### src/rtl/reg_wb_ctrl_if.sv
// Bundle of the sequencer's decoder, register-bank and ALU signals.
// master is the sequencer's view; slave is the surrounding decoder/bank/ALU view.
interface reg_wb_ctrl_if;
    logic        op_valid;
    logic        op_ready;
    logic [3:0]  op_src;
    logic [3:0]  op_dst;
    logic        op_wb;
    logic        op_jump;
    logic [15:0] op_target;
    logic [3:0]  src_reg;
    logic [3:0]  dst_reg;
    logic [15:0] a;
    logic [15:0] b;
    logic [15:0] pc_cur;
    logic [15:0] alu_a;
    logic [15:0] alu_b;
    logic        alu_start;
    logic [15:0] alu_y;
    logic        alu_done;
    logic [3:0]  wr_reg;
    logic [15:0] wr_data;
    logic        wr_en;
    logic [15:0] pc_data_in;
    logic        pc_inc;
    logic        busy;
    logic        err;

    modport master (
        input  op_valid, op_src, op_dst, op_wb, op_jump, op_target,
        input  a, b, pc_cur, alu_y, alu_done,
        output op_ready, src_reg, dst_reg, alu_a, alu_b, alu_start,
        output wr_reg, wr_data, wr_en, pc_data_in, pc_inc, busy, err
    );

    modport slave (
        output op_valid, op_src, op_dst, op_wb, op_jump, op_target,
        output a, b, pc_cur, alu_y, alu_done,
        input  op_ready, src_reg, dst_reg, alu_a, alu_b, alu_start,
        input  wr_reg, wr_data, wr_en, pc_data_in, pc_inc, busy, err
    );
endinterface

### src/rtl/reg_wb_ctrl.sv
// Register-bank sequencer: IDLE -> READ -> EXEC -> WB, one operation at a time.
// Optional EXEC timeout with err flag is built only when REG_WB_TIMEOUT_EN is defined.
module reg_wb_ctrl #(
    parameter int unsigned PC_IDX  = 0,
    parameter int unsigned TIMEOUT = 16
) (
    input  logic          clk,
    input  logic          rst,
    reg_wb_ctrl_if.master bus
);
    typedef enum logic [1:0] {IDLE, READ, EXEC, WB} state_t;

    localparam logic [3:0] PC_SEL = 4'(PC_IDX);

    if (PC_IDX > 15) begin : g_bad_pc_idx
        $error("reg_wb_ctrl: PC_IDX must be 0..15");
    end
    if (TIMEOUT < 1) begin : g_bad_timeout
        $error("reg_wb_ctrl: TIMEOUT must be at least 1");
    end

    state_t      state;
    state_t      state_next;
    logic        op_wb_q;
    logic        op_jump_q;
    logic [15:0] op_target_q;
    logic        timeout_hit;
    logic [15:0] pc_plus1;

    assign pc_plus1     = bus.pc_cur + 16'd1;
    assign bus.op_ready = (state == IDLE);
    assign bus.busy     = (state != IDLE);

    always_ff @(posedge clk) begin
        if (rst) begin
            state <= IDLE;
        end else begin
            state <= state_next;
        end
    end

    always_comb begin
        state_next = state;
        unique case (state)
            IDLE: if (bus.op_valid) state_next = READ;
            READ: state_next = EXEC;
            EXEC: if (bus.alu_done || timeout_hit) state_next = WB;
            WB:   state_next = IDLE;
            default: state_next = IDLE;
        endcase
    end

    // Strobes default low every cycle so each is high for exactly one cycle.
    always_ff @(posedge clk) begin
        if (rst) begin
            bus.src_reg    <= '0;
            bus.dst_reg    <= '0;
            bus.alu_a      <= '0;
            bus.alu_b      <= '0;
            bus.alu_start  <= 1'b0;
            bus.wr_reg     <= '0;
            bus.wr_data    <= '0;
            bus.wr_en      <= 1'b0;
            bus.pc_data_in <= '0;
            bus.pc_inc     <= 1'b0;
            op_wb_q        <= 1'b0;
            op_jump_q      <= 1'b0;
            op_target_q    <= '0;
        end else begin
            bus.alu_start <= 1'b0;
            bus.wr_en     <= 1'b0;
            bus.pc_inc    <= 1'b0;
            unique case (state)
                IDLE: begin
                    if (bus.op_valid) begin
                        bus.src_reg <= bus.op_src;
                        bus.dst_reg <= bus.op_dst;
                        op_wb_q     <= bus.op_wb;
                        op_jump_q   <= bus.op_jump;
                        op_target_q <= bus.op_target;
                    end
                end
                READ: begin
                    bus.alu_a     <= bus.a;
                    bus.alu_b     <= bus.b;
                    bus.alu_start <= 1'b1;
                end
                EXEC: begin
                    // A result arriving on the expiry cycle takes precedence over the timeout.
                    if (bus.alu_done) begin
                        bus.wr_en   <= op_wb_q && (bus.dst_reg != PC_SEL);
                        bus.wr_reg  <= bus.dst_reg;
                        bus.wr_data <= bus.alu_y;
                        bus.pc_inc  <= 1'b1;
                        if (op_jump_q) begin
                            bus.pc_data_in <= op_target_q;
                        end else if (op_wb_q && (bus.dst_reg == PC_SEL)) begin
                            bus.pc_data_in <= bus.alu_y;
                        end else begin
                            bus.pc_data_in <= pc_plus1;
                        end
                    end else if (timeout_hit) begin
                        bus.wr_reg     <= bus.dst_reg;
                        bus.pc_inc     <= 1'b1;
                        bus.pc_data_in <= pc_plus1;
                    end
                end
                WB: begin
                end
                default: begin
                end
            endcase
        end
    end

`ifdef REG_WB_TIMEOUT_EN
    localparam int unsigned CNT_W = $clog2(TIMEOUT + 1);

    logic [CNT_W-1:0] exec_cnt;
    logic             err_q;

    // exec_cnt numbers EXEC cycles from 0, so expiry falls on the TIMEOUT-th cycle.
    always_ff @(posedge clk) begin
        if (rst) begin
            exec_cnt <= '0;
        end else if (state == READ) begin
            exec_cnt <= '0;
        end else if (state == EXEC) begin
            exec_cnt <= exec_cnt + 1'b1;
        end
    end

    assign timeout_hit = (state == EXEC) && (exec_cnt == CNT_W'(TIMEOUT - 1));

    always_ff @(posedge clk) begin
        if (rst) begin
            err_q <= 1'b0;
        end else begin
            err_q <= timeout_hit && !bus.alu_done;
        end
    end

    assign bus.err = err_q;
`else
    assign timeout_hit = 1'b0;
    assign bus.err     = 1'b0;
`endif
endmodule

### src/flat_wrapper.sv
// flat-port wrapper written by rule: the top's interface ports become plain ports
module reg_wb_ctrl_flat 
#(
    parameter int unsigned PC_IDX  = 0,
    parameter int unsigned TIMEOUT = 16
)
  (clk, rst, bus_op_valid, bus_op_src, bus_op_dst, bus_op_wb, bus_op_jump, bus_op_target, bus_a, bus_b, bus_pc_cur, bus_alu_y, bus_alu_done, bus_op_ready, bus_src_reg, bus_dst_reg, bus_alu_a, bus_alu_b, bus_alu_start, bus_wr_reg, bus_wr_data, bus_wr_en, bus_pc_data_in, bus_pc_inc, bus_busy, bus_err);
  reg_wb_ctrl_if bus_i ();
  input  logic clk;
  input  logic rst;
  input wire logic [$bits(bus_i.op_valid)-1:0] bus_op_valid;
  input wire logic [$bits(bus_i.op_src)-1:0] bus_op_src;
  input wire logic [$bits(bus_i.op_dst)-1:0] bus_op_dst;
  input wire logic [$bits(bus_i.op_wb)-1:0] bus_op_wb;
  input wire logic [$bits(bus_i.op_jump)-1:0] bus_op_jump;
  input wire logic [$bits(bus_i.op_target)-1:0] bus_op_target;
  input wire logic [$bits(bus_i.a)-1:0] bus_a;
  input wire logic [$bits(bus_i.b)-1:0] bus_b;
  input wire logic [$bits(bus_i.pc_cur)-1:0] bus_pc_cur;
  input wire logic [$bits(bus_i.alu_y)-1:0] bus_alu_y;
  input wire logic [$bits(bus_i.alu_done)-1:0] bus_alu_done;
  output wire logic [$bits(bus_i.op_ready)-1:0] bus_op_ready;
  output wire logic [$bits(bus_i.src_reg)-1:0] bus_src_reg;
  output wire logic [$bits(bus_i.dst_reg)-1:0] bus_dst_reg;
  output wire logic [$bits(bus_i.alu_a)-1:0] bus_alu_a;
  output wire logic [$bits(bus_i.alu_b)-1:0] bus_alu_b;
  output wire logic [$bits(bus_i.alu_start)-1:0] bus_alu_start;
  output wire logic [$bits(bus_i.wr_reg)-1:0] bus_wr_reg;
  output wire logic [$bits(bus_i.wr_data)-1:0] bus_wr_data;
  output wire logic [$bits(bus_i.wr_en)-1:0] bus_wr_en;
  output wire logic [$bits(bus_i.pc_data_in)-1:0] bus_pc_data_in;
  output wire logic [$bits(bus_i.pc_inc)-1:0] bus_pc_inc;
  output wire logic [$bits(bus_i.busy)-1:0] bus_busy;
  output wire logic [$bits(bus_i.err)-1:0] bus_err;
  assign bus_i.op_valid = bus_op_valid;
  assign bus_i.op_src = bus_op_src;
  assign bus_i.op_dst = bus_op_dst;
  assign bus_i.op_wb = bus_op_wb;
  assign bus_i.op_jump = bus_op_jump;
  assign bus_i.op_target = bus_op_target;
  assign bus_i.a = bus_a;
  assign bus_i.b = bus_b;
  assign bus_i.pc_cur = bus_pc_cur;
  assign bus_i.alu_y = bus_alu_y;
  assign bus_i.alu_done = bus_alu_done;
  assign bus_op_ready = bus_i.op_ready;
  assign bus_src_reg = bus_i.src_reg;
  assign bus_dst_reg = bus_i.dst_reg;
  assign bus_alu_a = bus_i.alu_a;
  assign bus_alu_b = bus_i.alu_b;
  assign bus_alu_start = bus_i.alu_start;
  assign bus_wr_reg = bus_i.wr_reg;
  assign bus_wr_data = bus_i.wr_data;
  assign bus_wr_en = bus_i.wr_en;
  assign bus_pc_data_in = bus_i.pc_data_in;
  assign bus_pc_inc = bus_i.pc_inc;
  assign bus_busy = bus_i.busy;
  assign bus_err = bus_i.err;
  reg_wb_ctrl #(.PC_IDX(PC_IDX), .TIMEOUT(TIMEOUT)) u_core (.clk(clk), .rst(rst), .bus(bus_i));
endmodule
### config.mk
export PLATFORM = sky130hd
export DESIGN_NAME = reg_wb_ctrl_flat
export DESIGN_NICKNAME = d
export VERILOG_FILES = /design/src/rtl/reg_wb_ctrl_if.sv /design/src/rtl/reg_wb_ctrl.sv /design/src/flat_wrapper.sv
export SDC_FILE = /design/constraint.sdc
export NUM_CORES = 1
export LEC_CHECK = 0
export ABC_AREA = 1
export CORE_ASPECT_RATIO = 0.8
export CORE_MARGIN = 2
export CORE_UTILIZATION = 40
export CTS_BUF_LIST = sky130_fd_sc_hd__clkbuf_8
export DETAILED_ROUTE_END_ITERATION = 12
export PLACE_DENSITY_LB_ADDON = 0.25
export SYNTH_ARGS = -nofsm -noshare
export SYNTH_HDL_FRONTEND = slang
export SYNTH_SLANG_ARGS = --single-unit
### constraint.sdc
create_clock -name clk -period 1.2 [get_ports clk]
set_input_delay 0.18 -clock clk [delete_from_list [all_inputs] [get_ports clk]]
set_output_delay 0.18 -clock clk [all_outputs]
set_load 0.005 [all_outputs]
==> Yosys cells after proc, flatten, opt, wreduce, memory -nomap -nowiden <==
Cells that the tools add are included.
{ "op_classes": {"n_reduce_logical": 11, "n_bitwise": 2, "n_eq_ne": 5, "n_addsub": 1, "mux": 7} }
{ "ops": {"columns": ["op", "n"], "rows": [
  ["$mux 16", 2],
  ["$add 16x1->16 const B", 1],
  ["$pmux 2 s4", 1],
  ["$reduce_and 2->1", 3],
  ["$eq 2x2->1 const B", 2],
  ["$logic_not 4->1", 1],
  ["$mux 2", 2],
  ["$ne 2x2->1 const B", 2],
  ["$reduce_bool 4->1", 1],
  ["$reduce_or 3->1", 1],
  ["$eq 2x1->1 const B", 1],
  ["$logic_and 1x1->1", 2],
  ["$logic_not 2->1", 1],
  ["$mux 1", 2],
  ["$not 1->1", 2],
  ["$reduce_bool 2->1", 1],
  ["$reduce_or 2->1", 1]
]} }
{ "word_totals": {"input_bits": 94, "register_bits": 99, "word_cells": 40} }

==> Depth between registers and ports, before layout <==
Gate-level depths: netlist (run 1).
{ "depth": {"word_depth": 4, "ltp_mapped": 9} }

==> Least setup slack after synthesis (run 1) <==
OpenSTA, ideal clock, no wires.
{ "synth_path": {"kind": "reg2reg", "start": "reg u_core.state[0]", "end": "reg u_core.bus.dst_reg[0]", "arrival_time_ps": 1204, "path_stages_with_launch": 7, "setup_ps": 119, "t_required_ps": 1081, "setup_slack_ps": -124, "cell_sequence": "dfxtp_1 > inv_1 > ha_1 > nand2_1 > clkbuf_1 > buf_2 > a21oi_1"} }
{ "synth_via": {"elab_chain_cells": 2} }
{ "synth_lines": {"columns": ["item", "line_no", "source"], "rows": [
  ["start, declared", "reg_wb_ctrl.sv:22", "state_t state;"],
  ["start signal, assigned", "reg_wb_ctrl.sv:38", "state <= state_next;"],
  ["$logic_not 2->1", null, null],
  ["via bus_op_ready", "flat_wrapper.sv:22", "output wire logic [$bits(bus_i.op_ready)-1:0] bus_op_ready;"],
  ["$reduce_and 2->1 (no source line)", null, null],
  ["end signal, assigned", "reg_wb_ctrl.sv:77", "bus.dst_reg <= bus.op_dst;"],
  ["end, declared", "reg_wb_ctrl_if.sv:32", "output op_ready, src_reg, dst_reg, alu_a, alu_b, alu_start,"]
]} }
The timed path passes the listed nets, and every way through them passes these cells.
A chain may end at the register's enable or synchronous reset.

==> Worst setup path in the final report (run 1) <==
{ "layout_path": {"start": "reg u_core.bus.dst_reg[1]", "end": "reg u_core.bus.pc_data_in[10]"} }
{ "layout_via": {"elab_chain_cells": 4} }
{ "layout_lines": {"columns": ["item", "line_no", "source"], "rows": [
  ["$logic_not 4->1", "reg_wb_ctrl.sv:97", "end else if (op_wb_q && (bus.dst_reg == PC_SEL)) begin"],
  ["$logic_and 1x1->1", "reg_wb_ctrl.sv:97", null],
  ["$mux 16", "reg_wb_ctrl.sv:97", null],
  ["$mux 16", "reg_wb_ctrl.sv:95", "if (op_jump_q) begin"],
  ["end signal, assigned", "reg_wb_ctrl.sv:96", "bus.pc_data_in <= op_target_q;"],
  ["end signal, assigned", "reg_wb_ctrl.sv:98", "bus.pc_data_in <= bus.alu_y;"],
  ["end signal, assigned", "reg_wb_ctrl.sv:100", "bus.pc_data_in <= pc_plus1;"],
  ["end, declared", "reg_wb_ctrl_if.sv:33", "output wr_reg, wr_data, wr_en, pc_data_in, pc_inc, busy, err"]
]} }
No other way between the ends.

==> results by group, run 1 <==
STA
  • Fmax: 0.701 GHz
  • Hold Slack: 390 ps
  • Final worst-path cycle share: 1.19
  • Max Slew Vio Count: 0
  • Crit path time final: 1430 ps
  • Clk_skew: between 15 and 20 ps
  • Final Setup Violations: 102
  • Hold Fails Final Rpt: 0
  • RSZ-0062 raised after global routing: true
  • Setup ws final: -227 ps

Logic synthesis
  • Cells after synthesis: 562
  • Post-synthesis net count: 660
  • Mapped Area: 0.00413 mm2
  • Share of the synthesized area in the top cell type: 0.480
  • FFs w/ async S/R, synth: 0
  • Netlist cell types: 32
  • Register bit count reported by yosys: between 90 and 100
  • Post-synth EDFFs: 0
  • Ranking of synthesized cells by area: dfxtp_1 48%, nor2_1 12%, o21ai_0 9.1%, a21oi_1 6.7%, nand2_1 4.8%
  • Top_reg_cell synth: dfxtp_1
  • Syn Area/Cell: roughly 7.3 um2
  • Part of the Yosys area used for sequential elements: 0.480
  • Post-synth top area cell: dfxtp_1
  • Syn. warnings: 0

Detailed routing
  • DRT Pass-1 Iters: 5
  • Via count: 5015
  • Total wire length: 17900 um
  • Initial DRC Count: 354
  • Post-route ant nets: 0
  • Via density: approximately 5.3
  • Wire per inst: 18.9 um
  • DRC: 0

Power and ir drop
  • PwrDens: 1920 mW/mm2
  • Maximum vdd drop: 1.11 mV
  • Leak: 3.50 nW

Critical path
  • CP Depth: 8
  • Crit-path max FO: 6
  • Crit path largest cell delay: 350 ps
  • Worst-path cell chain: nor2_4 -> nand4_4 -> clkinv_4 -> buf_12 -> a21oi_2 -> nand2_1 -> nand2_1 -> a21oi_1
  • Worst reg2reg path depth: 8
  • Largest delay contributor family on the critical path: simple AND/OR/NAND/NOR gates
  • CP max stage cell: dfxtp_2
  • Crit Path Class: reg2reg
  • Critical path startpoint category: flip-flop
  • CP Buf/Inv Count: 2
  • Reg2Reg Capture Point: u_core.bus.pc_data_in[10]$_SDFFE_PP0N_
  • WP data arrival: between 1500 and 2000 ps
  • CP most frequent cell: nand2_1
  • Critical R2R Launch: u_core.bus.dst_reg[1]$_SDFFE_PP0P_
  • Worst reg2reg setup slack: -230 ps
  • CP required: between 1000 and 1500 ps
  • Crit. End Element: flip-flop

Clock tree
  • Number of H-tree levels: 3
  • Clock Latency Late Sink: between 300 and 400 ps
  • CTS Sinks: 99
  • Clock buffer depth: 2
  • CTS Hold Buffers Added: 0
  • Number of CTS-inserted buffers: 9
  • Clock-pin transition on the worst setup and hold timing paths: roughly 100 ps
  • CTS root buf: clkbuf_8
  • CTS tree: built

Run
  • Max-cap viol count: 0

Global route
  • Initial antenna violation count: 0
  • Global-route wire length before repair: 24000 um
  • Largest net degree at the start of global routing: 46
  • GR Util All Layers: 0.271
  • Global route overflow: 0
  • Vias in the first global route: 4755

Cells and area
  • Layout area overhead: 95.0%
  • Diodes inserted: 0
  • Layout cells sized above 1: 0.413
  • Most common cell after layout, fill and taps aside: clkdlybuf4s50_1
  • Most frequent cells in the layout: 91 x clkdlybuf4s50_1, 84 x nor2_1, 72 x dlygate4sd2_1, 55 x dfxtp_1, 49 x o21ai_2
  • FILL cells: ~640
  • Nets: 900
  • Non-Filler Instances: 947

Placed design
  • IO buf count: 174
  • Post-DP HPWL: 10300 um
  • Final Wtd Congestion: 0.952
  • Dpl cells: 900

Worst hold path
  • Hold Path Class: in2reg
  • Hold EP: u_core.bus.pc_data_in[0]$_SDFFE_PP0N_
  • Hold path startpoint: bus_pc_cur[0]
  • Worst Hold Depth: 5

Floorplanning
  • Die Y: 94.9 um
  • Starting Density: 0.407
  • Core area: 0.0102 mm2
  • Top-Level Pins: ~180
  • Die footprint: 0.0112 mm2
  • Row Count: 33
  • Die width: 118 um

Outcome
  • Status: finished with violations
  • Failing checks: negative setup slack
-- synth_stat cells (3+ instances only) --
master	instances
nor2_1	136
dfxtp_1	99
o21ai_0	75
a21oi_1	55
nand2_1	53
inv_1	33
clkbuf_1	24
o21ai_1	17
nand3_1	16
nor2_2	6
o211ai_1	5
buf_2	4
ha_1	4
xnor2_1	4
inv_2	3
nand2_2	3
nand4_1	3
-- worst max path at each step --
stage	start	end	slack, ps
6_report	u_core.bus.dst_reg[1]$_SDFFE_PP0P_	u_core.bus.pc_data_in[10]$_SDFFE_PP0N_	-230
4_1_cts	u_core.bus.dst_reg[2]$_SDFFE_PP0P_	u_core.bus.pc_data_in[10]$_SDFFE_PP0N_	-210
5_1_grt	u_core.bus.dst_reg[1]$_SDFFE_PP0P_	u_core.bus.pc_data_in[10]$_SDFFE_PP0N_	-310
3_5_place_dp	bus_pc_cur[0]	u_core.bus.pc_data_in[14]$_SDFFE_PP0N_	-490
3_3_place_gp	bus_pc_cur[0]	u_core.bus.pc_data_in[14]$_SDFFE_PP0N_	-470
2_1_floorplan	u_core.state[1]$_SDFFE_PP0P_	u_core.bus.alu_b[9]$_SDFFE_PP0P_	2
-- cell families after synthesis --
family                   synth area share
XOR/XNOR                          0.00848
adder cells (fa/ha/maj)            0.0121
AND/OR/NAND/NOR                     0.223
flip-flops                          0.480
AO/OA/AOI/OAI                       0.202
other                            0.000908
buffers and inverters              0.0739
-- cell type report --
| class | count | area, um2 | area share |
|---|---|---|---|
| clock inverter | 7 | 92.6 | 0.0115 |
| sequential | 99 | 2040 | 0.253 |
| tap | 140 | 175 | 0.0217 |
| timing repair inverter | 1 | 7.51 | 0.000932 |
| timing repair buffer | 263 | 2760 | 0.343 |
| inverter | 36 | 165 | 0.0205 |
| clock buffer | 9 | 124 | 0.0154 |
| multi-input combinational | 392 | 2690 | 0.334 |
-- metal layers --
| metal | vias to the layer above | wire length [um] | GRT usage |
|---|---|---|---|
| met4 | 0 | 499 | 0.0873 |
| met2 | 240 | 8620 | 0.468 |
| met1 | 2409 | 7470 | 0.340 |
| met5 | - | 0 | 0 |
| li1 | 2320 | - | - |
| met3 | 46 | 1270 | 0.0604 |
-- power by group --
part	leakage [nW]	internal [mW]	switching, mW	total (mW)
registers	0.830	4.31	0.612	4.92
clock network	0.112	1.17	1.21	2.39
logic	2.56	4.13	4.06	8.19
-- per-stage QoR --
stage | area (um2) | setup WS, ps | setup TNS [ps] | util | power, mW
global placement | 6420 | -471 | -11770 | 0.633 | 9.85
floorplan | 4170 | 1.92 | 0 | - | 6.94
detailed placement | 6420 | -494 | -16400 | 0.633 | 10.0
CTS | 7230 | -209 | -3550 | 0.711 | 13.3
global route | 8050 | -309 | -14000 | 0.793 | 16.1
finish | 8050 | -227 | -9280 | 0.793 | 15.5
-- worst register-to-register path: stages, from the launching register on --
cell,delay [ps]
dfxtp_2,350
nor2_4,140
nand4_4,230
clkinv_4,190
buf_12,130
a21oi_2,50
nand2_1,70
nand2_1,50
a21oi_1,130
-- repair_timing --
| item | in CTS | in global routing |
|---|---|---|
| resized for setup | 289 | 192 |
| setup endpoints to repair | 179 | 97 |
| setup buffers | 12 | 9 |
| pin swaps | 20 | 40 |
| cloned | 7 | 9 |
(Power assumes the default switching activity.)
==> run 2, diff against run 1 <==
Settings changed: GPL_ROUTABILITY_DRIVEN from default to 0.
==> results by group, run 2 (same netlist as run 1, synthesis figures left out) <==
Outcome
  • Status: finished with violations (unchanged)
  • Failing checks: negative setup slack (unchanged)

Global route
  • Initial antenna violation count: 0 (unchanged)
  • Largest net degree at the start of global routing: 41 (was 46)
  • Vias in the first global route: 4696 (was 4755)
  • GR Util All Layers: 0.270 (was 0.271)
  • Global-route wire length before repair: 23600 um (was 24000 um)
  • Global route overflow: 0 (unchanged)

Placed design
  • Post-DP HPWL: 10000 um (was 10300 um)
  • IO buf count: 174 (unchanged)
  • Dpl cells: 891 (was 900)

Clock tree
  • Number of CTS-inserted buffers: 9 (unchanged)
  • Clock buffer depth: 2 (unchanged)
  • CTS Sinks: 99 (unchanged)
  • Clock-pin transition on the worst setup and hold timing paths: 100 ps (about the same)
  • Clock Latency Late Sink: 380 ps (was 370 ps)
  • CTS root buf: clkbuf_8 (unchanged)
  • Number of H-tree levels: 3 (unchanged)
  • CTS Hold Buffers Added: 0 (unchanged)
  • CTS tree: built (unchanged)

Cells and area
  • Layout area overhead: 90.9% (was 95.0%)
  • Most frequent cells in the layout: 90 x clkdlybuf4s50_1, 77 x nor2_1, 69 x dlygate4sd2_1, 50 x dfxtp_1 (was 91 x clkdlybuf4s50_1, 84 x nor2_1, 72 x dlygate4sd2_1, 55 x dfxtp_1, 49 x o21ai_2)
  • Nets: 892 (was 900)
  • Most common cell after layout, fill and taps aside: clkdlybuf4s50_1 (unchanged)
  • FILL cells: 695 (was 635)
  • Diodes inserted: 0 (unchanged)
  • Layout cells sized above 1: 0.416 (was 0.413)
  • Non-Filler Instances: 939 (was 947)

Floorplanning
  • Row Count: 33 (unchanged)
  • Starting Density: 0.407 (unchanged)
  • Die width: 118 um (unchanged)
  • Core area: 0.0102 mm2 (unchanged)
  • Die Y: 94.9 um (unchanged)
  • Die footprint: 0.0112 mm2 (unchanged)
  • Top-Level Pins: 176 (unchanged)

Detailed routing
  • Via count: 4971 (was 5015)
  • Via density: 5.29 (was 5.30)
  • Wire per inst: 18.4 um (was 18.9 um)
  • DRT Pass-1 Iters: 5 (unchanged)
  • Post-route ant nets: 0 (unchanged)
  • DRC: 0 (unchanged)
  • Total wire length: 17300 um (was 17900 um)
  • Initial DRC Count: 379 (was 354)

Power and ir drop
  • Maximum vdd drop: 1.01 mV (was 1.11 mV)
  • Leak: 3.41 nW (was 3.50 nW)
  • Pwr Total: 14.8 mW (was 15.5 mW)
  • PwrDens: 1880 mW/mm2 (was 1920 mW/mm2)

Critical path
  • Crit-path max FO: 5 (was 6)
  • WP data arrival: 1860 ps (was 1710 ps)
  • Crit. End Element: flip-flop (unchanged)
  • Critical path startpoint category: flip-flop (unchanged)
  • Crit Path Class: reg2reg (unchanged)
  • CP required: 1440 ps (was 1480 ps)

STA
  • Setup tns final: -10710 ps (was -9280 ps)
  • Crit path time final: 1620 ps (was 1430 ps)
  • Fmax: 0.618 GHz (was 0.701 GHz)
  • RSZ-0062 raised after global routing: true (unchanged)
  • Final Setup Violations: 93 (was 102)
  • Hold Fails Final Rpt: 0 (unchanged)
  • Max Slew Vio Count: 0 (unchanged)
  • Setup ws final: -419 ps (was -227 ps)
  • Clk_skew: 13.8 ps (was 17.5 ps)
  • Final worst-path cycle share: 1.35 (was 1.19)

Worst hold path
  • Hold Path Class: in2reg (unchanged)

Run
  • Max-cap viol count: 0 (unchanged)
## run 2: cell count changes in the layout (fill, tap and decap cells not counted), sizes merged, moves of 2 or more
cell / before / now
clkbuf: 17 / 15
dlygate4sd2: 72 / 69
dlymetal6s2s: 2 / 0
bufinv: 2 / 0
clkdlybuf4s15: 4 / 9
buf: 86 / 80
clkinvlp: 2 / 6
inv: 38 / 36
## run 2: power by group
part | internal (mW) | switching (mW) | leakage (nW)
Clock | 0.764 | 1.24 | 0.0818
Sequential | 4.32 | 0.573 | 0.832
Combinational | 4.02 | 3.89 | 2.50
Total | 9.10 | 5.70 | 3.41
## run 2: final timing paths
path / cells past startpoint / slack, ps / startpoint / to
max: 6 / -420 / u_core.bus.dst_reg[1]$_SDFFE_PP0P_ / u_core.bus.pc_data_in[0]$_SDFFE_PP0N_
min: 3 / 390 / bus_b[5] / u_core.bus.alu_b[5]$_SDFFE_PP0P_
max reg2reg: 6 / -420 / u_core.bus.dst_reg[1]$_SDFFE_PP0P_ / u_core.bus.pc_data_in[0]$_SDFFE_PP0N_
min reg2reg: 2 / 480 / u_core.bus.pc_data_in[11]$_SDFFE_PP0N_ / u_core.bus.pc_data_in[11]$_SDFFE_PP0N_
## run 2: critical path, stage by stage (launching register included)
cell      delay [ps]
dfxtp_2          350
nor2_4           140
nand4_4          200
buf_12           220
buf_16           130
o211ai_1         300
a21oi_1          150
## run 2: stage by stage
step | cell area [um2] | hold WS, ps | setup slack (ps) | utilization
global placement | 6360 | 445 | -488 | 0.626
detailed placement | 6360 | 445 | -522 | 0.626
CTS | 7360 | 361 | -208 | 0.725
global route | 7880 | 391 | -414 | 0.776
floorplan | 4170 | 249 | 1.92 | -
finish | 7880 | 393 | -419 | 0.776
## run 2: final cells by class
cell class	count	area [um2]	share of cell area
clock buffer	9	124	0.0157
clock inverter	7	53.8	0.00683
inverter	36	164	0.0208
multi-input combinational	392	2550	0.323
sequential	99	2040	0.259
tap	140	175	0.0222
timing repair buffer	254	2760	0.350
timing repair inverter	2	15.0	0.00190
## run 2: what timing repair did
action | in CTS | in global routing
setup buffers | 13 | 4
cloned | 13 | 6
resized for setup | 298 | 162
pin swaps | 22 | 29
setup endpoints to repair | 179 | 105
## run 2: routing by layer
metal  routed length (um)  part of all wire  up-vias  track usage
met3                 1170             0.068       42       0.0658
met4                  408             0.024        0       0.0643
met5                    0                 0        -            0
met1                 7290              0.42     2401        0.338
li1                     -                 -     2317            -
met2                 8420              0.49      211        0.472
